==> config.mk <==
export PLATFORM = sky130hd
export DESIGN_NAME = hazard_detect_unit
export DESIGN_NICKNAME = d
export VERILOG_FILES = /design/src/rtl/hazard_detect_unit.sv
export SDC_FILE = /design/constraint.sdc
export NUM_CORES = 1
export LEC_CHECK = 0
export BUFFER_PORTS_ARGS = -buffer_cell sky130_fd_sc_hd__buf_2
export CORE_AREA = 2 2 39 41
export DETAILED_ROUTE_END_ITERATION = 10
export DIE_AREA = 0 0 41 43
export PLACE_DENSITY = 0.65
export SYNTH_ARGS = -nofsm -noshare
export SYNTH_HDL_FRONTEND = slang
export SYNTH_SLANG_ARGS = --single-unit
==> constraint.sdc <==
create_clock -name clk -period 4.65 [get_ports clk]
set_clock_uncertainty 0.1 [all_clocks]
set_input_delay 0.93 -clock clk [delete_from_list [all_inputs] [get_ports clk]]
set_output_delay 0.93 -clock clk [all_outputs]
set_load 0.005 [all_outputs]
==> src/rtl/hazard_detect_unit.sv <==
// ---------------------------------------------------------------------------
// hazard_detect_unit
//
// Decode-stage hazard detector for the 5-stage MIPS pipeline. It catches the
// hazards that EX-stage forwarding cannot resolve:
//   - load-use dependencies (one bubble while the load reaches MEM)
//   - HI/LO and mult/div-unit hazards while a multi-cycle op is in flight
//   - control flush when a branch/jump resolves taken in EX
//
// Parameters
//   RSIZE   register address width
//   MD_LAT  mult/div latency in cycles after issue (>= 1)
//   CNT_W   width of the optional stall statistics counters
//
// Ports
//   clk, rst_n           pipeline clock (rising edge), async active-low reset
//   ID_Valid             IF/ID holds a real instruction
//   ID_RAddr1/2          rs / rt addresses of the ID instruction
//   ID_Use1/2            ID instruction actually reads rs / rt
//   ID_MulDiv            ID instruction is mult/multu/div/divu
//   ID_ReadHiLo          ID instruction is mfhi/mflo
//   EX_WAddr             destination register of the EX instruction
//   EX_MemRead           EX instruction is a load
//   BranchTaken          branch/jump resolved taken in EX this cycle
//   PC_Stall, IFID_Stall hold PC and IF/ID
//   IFID_Flush           clear IF/ID to a bubble
//   IDEX_Bubble          insert a bubble into ID/EX
//   MD_Busy              mult/div occupied, HI/LO not yet valid
//   LU_StallCnt          (HAZARD_STATS_EN) saturating count of load-use stalls
//   MD_StallCnt          (HAZARD_STATS_EN) saturating count of mult/div stalls
//
// Build option
//   `define HAZARD_STATS_EN to add the two statistics counters and ports.
// ---------------------------------------------------------------------------
module hazard_detect_unit #(
    parameter int RSIZE  = 5,
    parameter int MD_LAT = 4,
    parameter int CNT_W  = 32
) (
    input  logic             clk,
    input  logic             rst_n,
    input  logic             ID_Valid,
    input  logic [RSIZE-1:0] ID_RAddr1,
    input  logic [RSIZE-1:0] ID_RAddr2,
    input  logic             ID_Use1,
    input  logic             ID_Use2,
    input  logic             ID_MulDiv,
    input  logic             ID_ReadHiLo,
    input  logic [RSIZE-1:0] EX_WAddr,
    input  logic             EX_MemRead,
    input  logic             BranchTaken,
    output logic             PC_Stall,
    output logic             IFID_Stall,
    output logic             IFID_Flush,
    output logic             IDEX_Bubble,
    output logic             MD_Busy
`ifdef HAZARD_STATS_EN
    ,
    output logic [CNT_W-1:0] LU_StallCnt,
    output logic [CNT_W-1:0] MD_StallCnt
`endif
);

    localparam int MD_W = $clog2(MD_LAT + 1);

    // Increment that sticks at all-ones instead of wrapping.
    function automatic logic [CNT_W-1:0] sat_inc(input logic [CNT_W-1:0] v);
        return (&v) ? v : v + CNT_W'(1);
    endfunction

    logic [MD_W-1:0] md_cnt;
    logic            load_use;
    logic            md_haz;
    logic            stall;
    logic            issue;

    // ---- ID stage: combinational hazard decode ----
    // Writes to $zero never create a dependency, so EX_WAddr==0 is ignored.
    assign load_use = EX_MemRead && (EX_WAddr != '0) && ID_Valid &&
                      ((ID_Use1 && (ID_RAddr1 == EX_WAddr)) ||
                       (ID_Use2 && (ID_RAddr2 == EX_WAddr)));

    assign md_haz = (md_cnt != '0) && ID_Valid && (ID_ReadHiLo || ID_MulDiv);

    // A taken branch squashes the ID instruction, so stalling it is pointless.
    assign stall = (load_use || md_haz) && !BranchTaken;
    assign issue = ID_Valid && ID_MulDiv && !stall && !BranchTaken;

    assign PC_Stall    = stall;
    assign IFID_Stall  = stall;
    assign IFID_Flush  = BranchTaken;
    assign IDEX_Bubble = stall || BranchTaken;
    assign MD_Busy     = (md_cnt != '0);

    // ---- mult/div occupancy counter ----
    // md_haz blocks a second issue while busy, so a reload never interrupts
    // a count and the decrement never runs below zero.
    always_ff @(posedge clk or negedge rst_n) begin
        if (!rst_n) begin
            md_cnt <= '0;
        end else if (issue) begin
            md_cnt <= MD_W'(MD_LAT);
        end else if (md_cnt != '0) begin
            md_cnt <= md_cnt - MD_W'(1);
        end
    end

`ifdef HAZARD_STATS_EN
    // ---- stall statistics ----
    // One stall cycle is attributed to exactly one reason; load-use wins ties.
    always_ff @(posedge clk or negedge rst_n) begin
        if (!rst_n) begin
            LU_StallCnt <= '0;
            MD_StallCnt <= '0;
        end else if (stall) begin
            if (load_use) begin
                LU_StallCnt <= sat_inc(LU_StallCnt);
            end else begin
                MD_StallCnt <= sat_inc(MD_StallCnt);
            end
        end
    end
`endif

endmodule

==> Flow_metrics.wiki <==
{| class="wikitable"
! Metric !! Value
|-
| Synthesis-stage register bit count || 3
|-
| Launch instance of the worst register-to-register path || md_cnt[0]
|-
| Cell leakage power || 0.288 nW
|-
| Pre-CTS setup slack || 1.42 ns
|-
| Tightest Pin Transition || 0.399 ns
|-
| Initial antenna violation count || 0
|-
| CTS root buffer || sky130_fd_sc_hd__clkbuf_4
|-
| Wirelength, routed || 832 um
|-
| Mean post-synth cell area || 9.15 sq um
|-
| Final Hold Viols || 0
|-
| Vias per cell || 4.60
|-
| RSZ-0062 raised after global routing || no
|-
| Internal power of the cells || 0.000139 W
|-
| Clock Pin Slew Worst Setup and Hold Paths || 0.04 ns
|-
| Fin. max-slew vios || 0
|-
| Worst reg-to-reg path cell count || 6
|-
| Count of pins on the block boundary || 29
|-
| CTS tree || done
|-
| Pin count of the biggest net entering global routing || 8
|-
| All-Layer GR Usage || 11.0%
|-
| Seq/Total Area, Yosys || 18.2%
|-
| Area delta synth->final || 40.4%
|-
| Arrival time reported for the critical path endpoint || 2.22 ns
|-
| Effective utilization at floorplan || 29.7%
|-
| Setup_tns || 0 ns
|-
| Final critical-path required period || 3.25 ns
|-
| Combinational group share of total power || 56.7%
|-
| Routability congestion estimate || 0.674
|-
| Number of clock buffers inserted by TritonCTS || 3
|-
| Number of buffers inserted by hold repair at cts || 0
|-
| Core outline area || 0.00138 sq mm
|-
| Diode count || 0
|-
| CP endpoint kind || output pin
|-
| Post-route clock period utilization || 69.9%
|-
| Number of rows created at floorplan || 14
|-
| Fraction of layout instances using a drive strength above 1 || 48.6%
|-
| Post-route DRC violation count || 0
|-
| Buffer count from post-CTS setup fixing || 0
|-
| Power density over the cells || 375 mW/mm^2
|-
| Post-synthesis cell area || 412 sq um
|-
| Overall overflow remaining after global route || 0
|-
| Count of routing violations after the opening detailed-route iteration || 7
|-
| Synth Warn # || 0
|-
| MaxCap Viol Count || 0
|-
| Source-to-sink clock delay at the later pin of the worst-skew pair || 0.23 ns
|-
| Worst max-slew margin expressed relative to the limit || 73.4%
|-
| Max clock buf depth || 2
|-
| Clock network fraction of design power || 20.8%
|-
| Outcome || complete, no violations
|-
| Reg2reg end || md_cnt[1]
|-
| Portion of total power attributed to sequential cells || 22.5%
|-
| Flip-flop count of the largest register, all copies and words added || 3
|-
| Vias in the first global route || 388
|-
| Crit path launch type || primary input
|-
| Share of total power consumed by net switching || 35.6%
|-
| Vias after detailed routing || 414
|-
| Filler cell count in the final layout || 142
|-
| Worst reg-to-reg setup slack || 3.03 ns
|-
| CTS H-Tree Depth || 1
|-
| Count of input and output buffers || 28
|-
| Number of instances in the synthesized netlist || 45
|-
| Global-route wire length before repair || 1.32 mm
|-
| Post-cts repair resize count || 0
|-
| Chip Height || 43 um
|-
| Chip width || 41 um
|-
| Utilization of the core after routing || 41.8%
|-
| Number of unique standard cell types used by synthesis || 26
|-
| Final setup viols || 0
|-
| Net switching power figure || 0.0000771 W
|-
| Fmax || 308 MHz
|-
| Critical Path RT || 3.62 ns
|-
| Worst voltage drop across the vdd grid || 134 uV
|-
| Worst Path Class, Setup || primary input to output pin
|-
| Die ar. || 0.00176 sq mm
|-
| HPWL Detailed || 752 um
|-
| Cell type with the highest aggregate area in the netlist || sky130_fd_sc_hd__dfrtp_1
|-
| Antenna-violating nets left || 0
|-
| Post-synth net total || 71
|-
| Reg with most FFs || md_cnt
|-
| Biggest regs || md_cnt: 3 flops
|-
| Worst min path class || primary input to asynchronous set/reset pin
|-
| Dominant cells by area after synthesis || sky130_fd_sc_hd__dfrtp_1 (18%), sky130_fd_sc_hd__xor2_1 (17%), sky130_fd_sc_hd__xnor2_1 (6.4%)
|-
| Area share of the largest cell type after synthesis || 18.2%
|-
| Worst Setup Slack, final || 1.40 ns
|-
| Layout net count || 101
|-
| Total clock sinks || 3
|-
| Number of iterations in the first detailed-routing pass || 4
|-
| Average detailed-routed wire length per instance || 9.24 um
|-
| Worst Path Max Fanout || 5
|}
layout make-up:
cell class / count / area (sq um) / area share, %
multi-input cells: 37 / 309 / 53.5
repair buffers: 28 / 140 / 24.2
well taps: 16 / 20.0 / 3.46
flip-flops and latches: 3 / 75.1 / 13.0
clock buffers: 4 / 26.3 / 4.55
inverters: 2 / 7.51 / 1.30
stage by stage:
step	area [sq um]	total power [W]	std cells	hold WS (ns)
after floorplan	412	0.000142	45	0.521
after global placement	552	0.000173	86	0.568
after detailed placement	552	0.000173	86	0.554
after CTS	578	0.000222	90	0.377
after global routing	578	0.000241	90	0.380
final	578	0.000217	90	0.386
power groups by stage:
stage	clock network (W)	registers, W	logic, W
after floorplan	0	0.0000476	0.0000949
after global placement	0	0.0000496	0.000124
after detailed placement	0	0.0000494	0.000124
after CTS	0.0000477	0.0000490	0.000125
after global routing	0.0000483	0.0000521	0.000140
final	0.0000451	0.0000486	0.000123
worst max-delay path: stages:
cell and delay [ns]:
sky130_fd_sc_hd__buf_2 0.12, sky130_fd_sc_hd__xor2_1 0.15, sky130_fd_sc_hd__nor4_1 0.28, sky130_fd_sc_hd__a32oi_1 0.23, sky130_fd_sc_hd__o32ai_1 0.34, sky130_fd_sc_hd__buf_2 0.17
Yosys cell counts:
cell,instances
sky130_fd_sc_hd__nor2_1,3
sky130_fd_sc_hd__mux2_2,1
sky130_fd_sc_hd__nand2b_1,1
sky130_fd_sc_hd__o211ai_4,1
sky130_fd_sc_hd__nor2b_1,1
sky130_fd_sc_hd__a21bo_1,1
sky130_fd_sc_hd__dfrtp_1,3
sky130_fd_sc_hd__a21oi_1,3
sky130_fd_sc_hd__buf_2,1
sky130_fd_sc_hd__a21oi_2,1
sky130_fd_sc_hd__inv_1,2
sky130_fd_sc_hd__or4_4,1
sky130_fd_sc_hd__a32oi_1,1
sky130_fd_sc_hd__and2_0,1
sky130_fd_sc_hd__a221o_1,1
sky130_fd_sc_hd__nand3b_1,1
sky130_fd_sc_hd__xnor2_1,3
sky130_fd_sc_hd__xor2_1,8
sky130_fd_sc_hd__a21boi_0,1
sky130_fd_sc_hd__o21ai_0,1
sky130_fd_sc_hd__nand2_1,1
sky130_fd_sc_hd__nor4_1,2
sky130_fd_sc_hd__buf_4,2
sky130_fd_sc_hd__nor3_4,1
sky130_fd_sc_hd__ha_1,2
sky130_fd_sc_hd__o32ai_1,1
cell families after synthesis:
logic type               share of synthesized area, %
buffers and inverters                            6.69
AND/OR/NAND/NOR                                  19.8
AO/OA/AOI/OAI                                    23.1
XOR/XNOR                                         23.4
multiplexers                                     2.74
flip-flops                                       18.2
adder cells (fa/ha/maj)                          6.08
layout by cell type (no fill, tap or decap), drive strengths merged:
master	n
buf	28
or4	1
a32oi	1
o211ai	1
a21oi	4
clkbuf	4
nand2b	1
nor2b	1
nand2	1
xor2	8
and2	1
xnor2	3
dfrtp	3
o21ai	1
nor3	1
inv	2
nor2	3
mux2	1
ha	2
a21boi	1
o32ai	1
a21bo	1
a221o	1
nor4	2
nand3b	1
layer usage:
layer / vias to the layer above / track usage [%] / routed length [um]
met5: - / 0 / 0
met2: 21 / 18.1 / 442
met4: 0 / 8.00 / 0
met1: 177 / 11.7 / 328
met3: 0 / 1.57 / 60
li1: 216 / - / -
worst max path at each step:
stage | from | endpoint | slack [ns] | depth (start not counted)
2_1_floorplan | EX_WAddr[3] | PC_Stall | 1.56 | 5
5_1_grt | EX_WAddr[3] | PC_Stall | 1.32 | 6
4_1_cts | EX_WAddr[3] | PC_Stall | 1.40 | 6
3_5_place_dp | EX_WAddr[3] | IFID_Stall | 1.42 | 6
6_report | EX_WAddr[3] | IFID_Stall | 1.40 | 6
3_3_place_gp | EX_WAddr[3] | PC_Stall | 1.41 | 6
No activity file was read; power rests on OpenSTA's default activity.
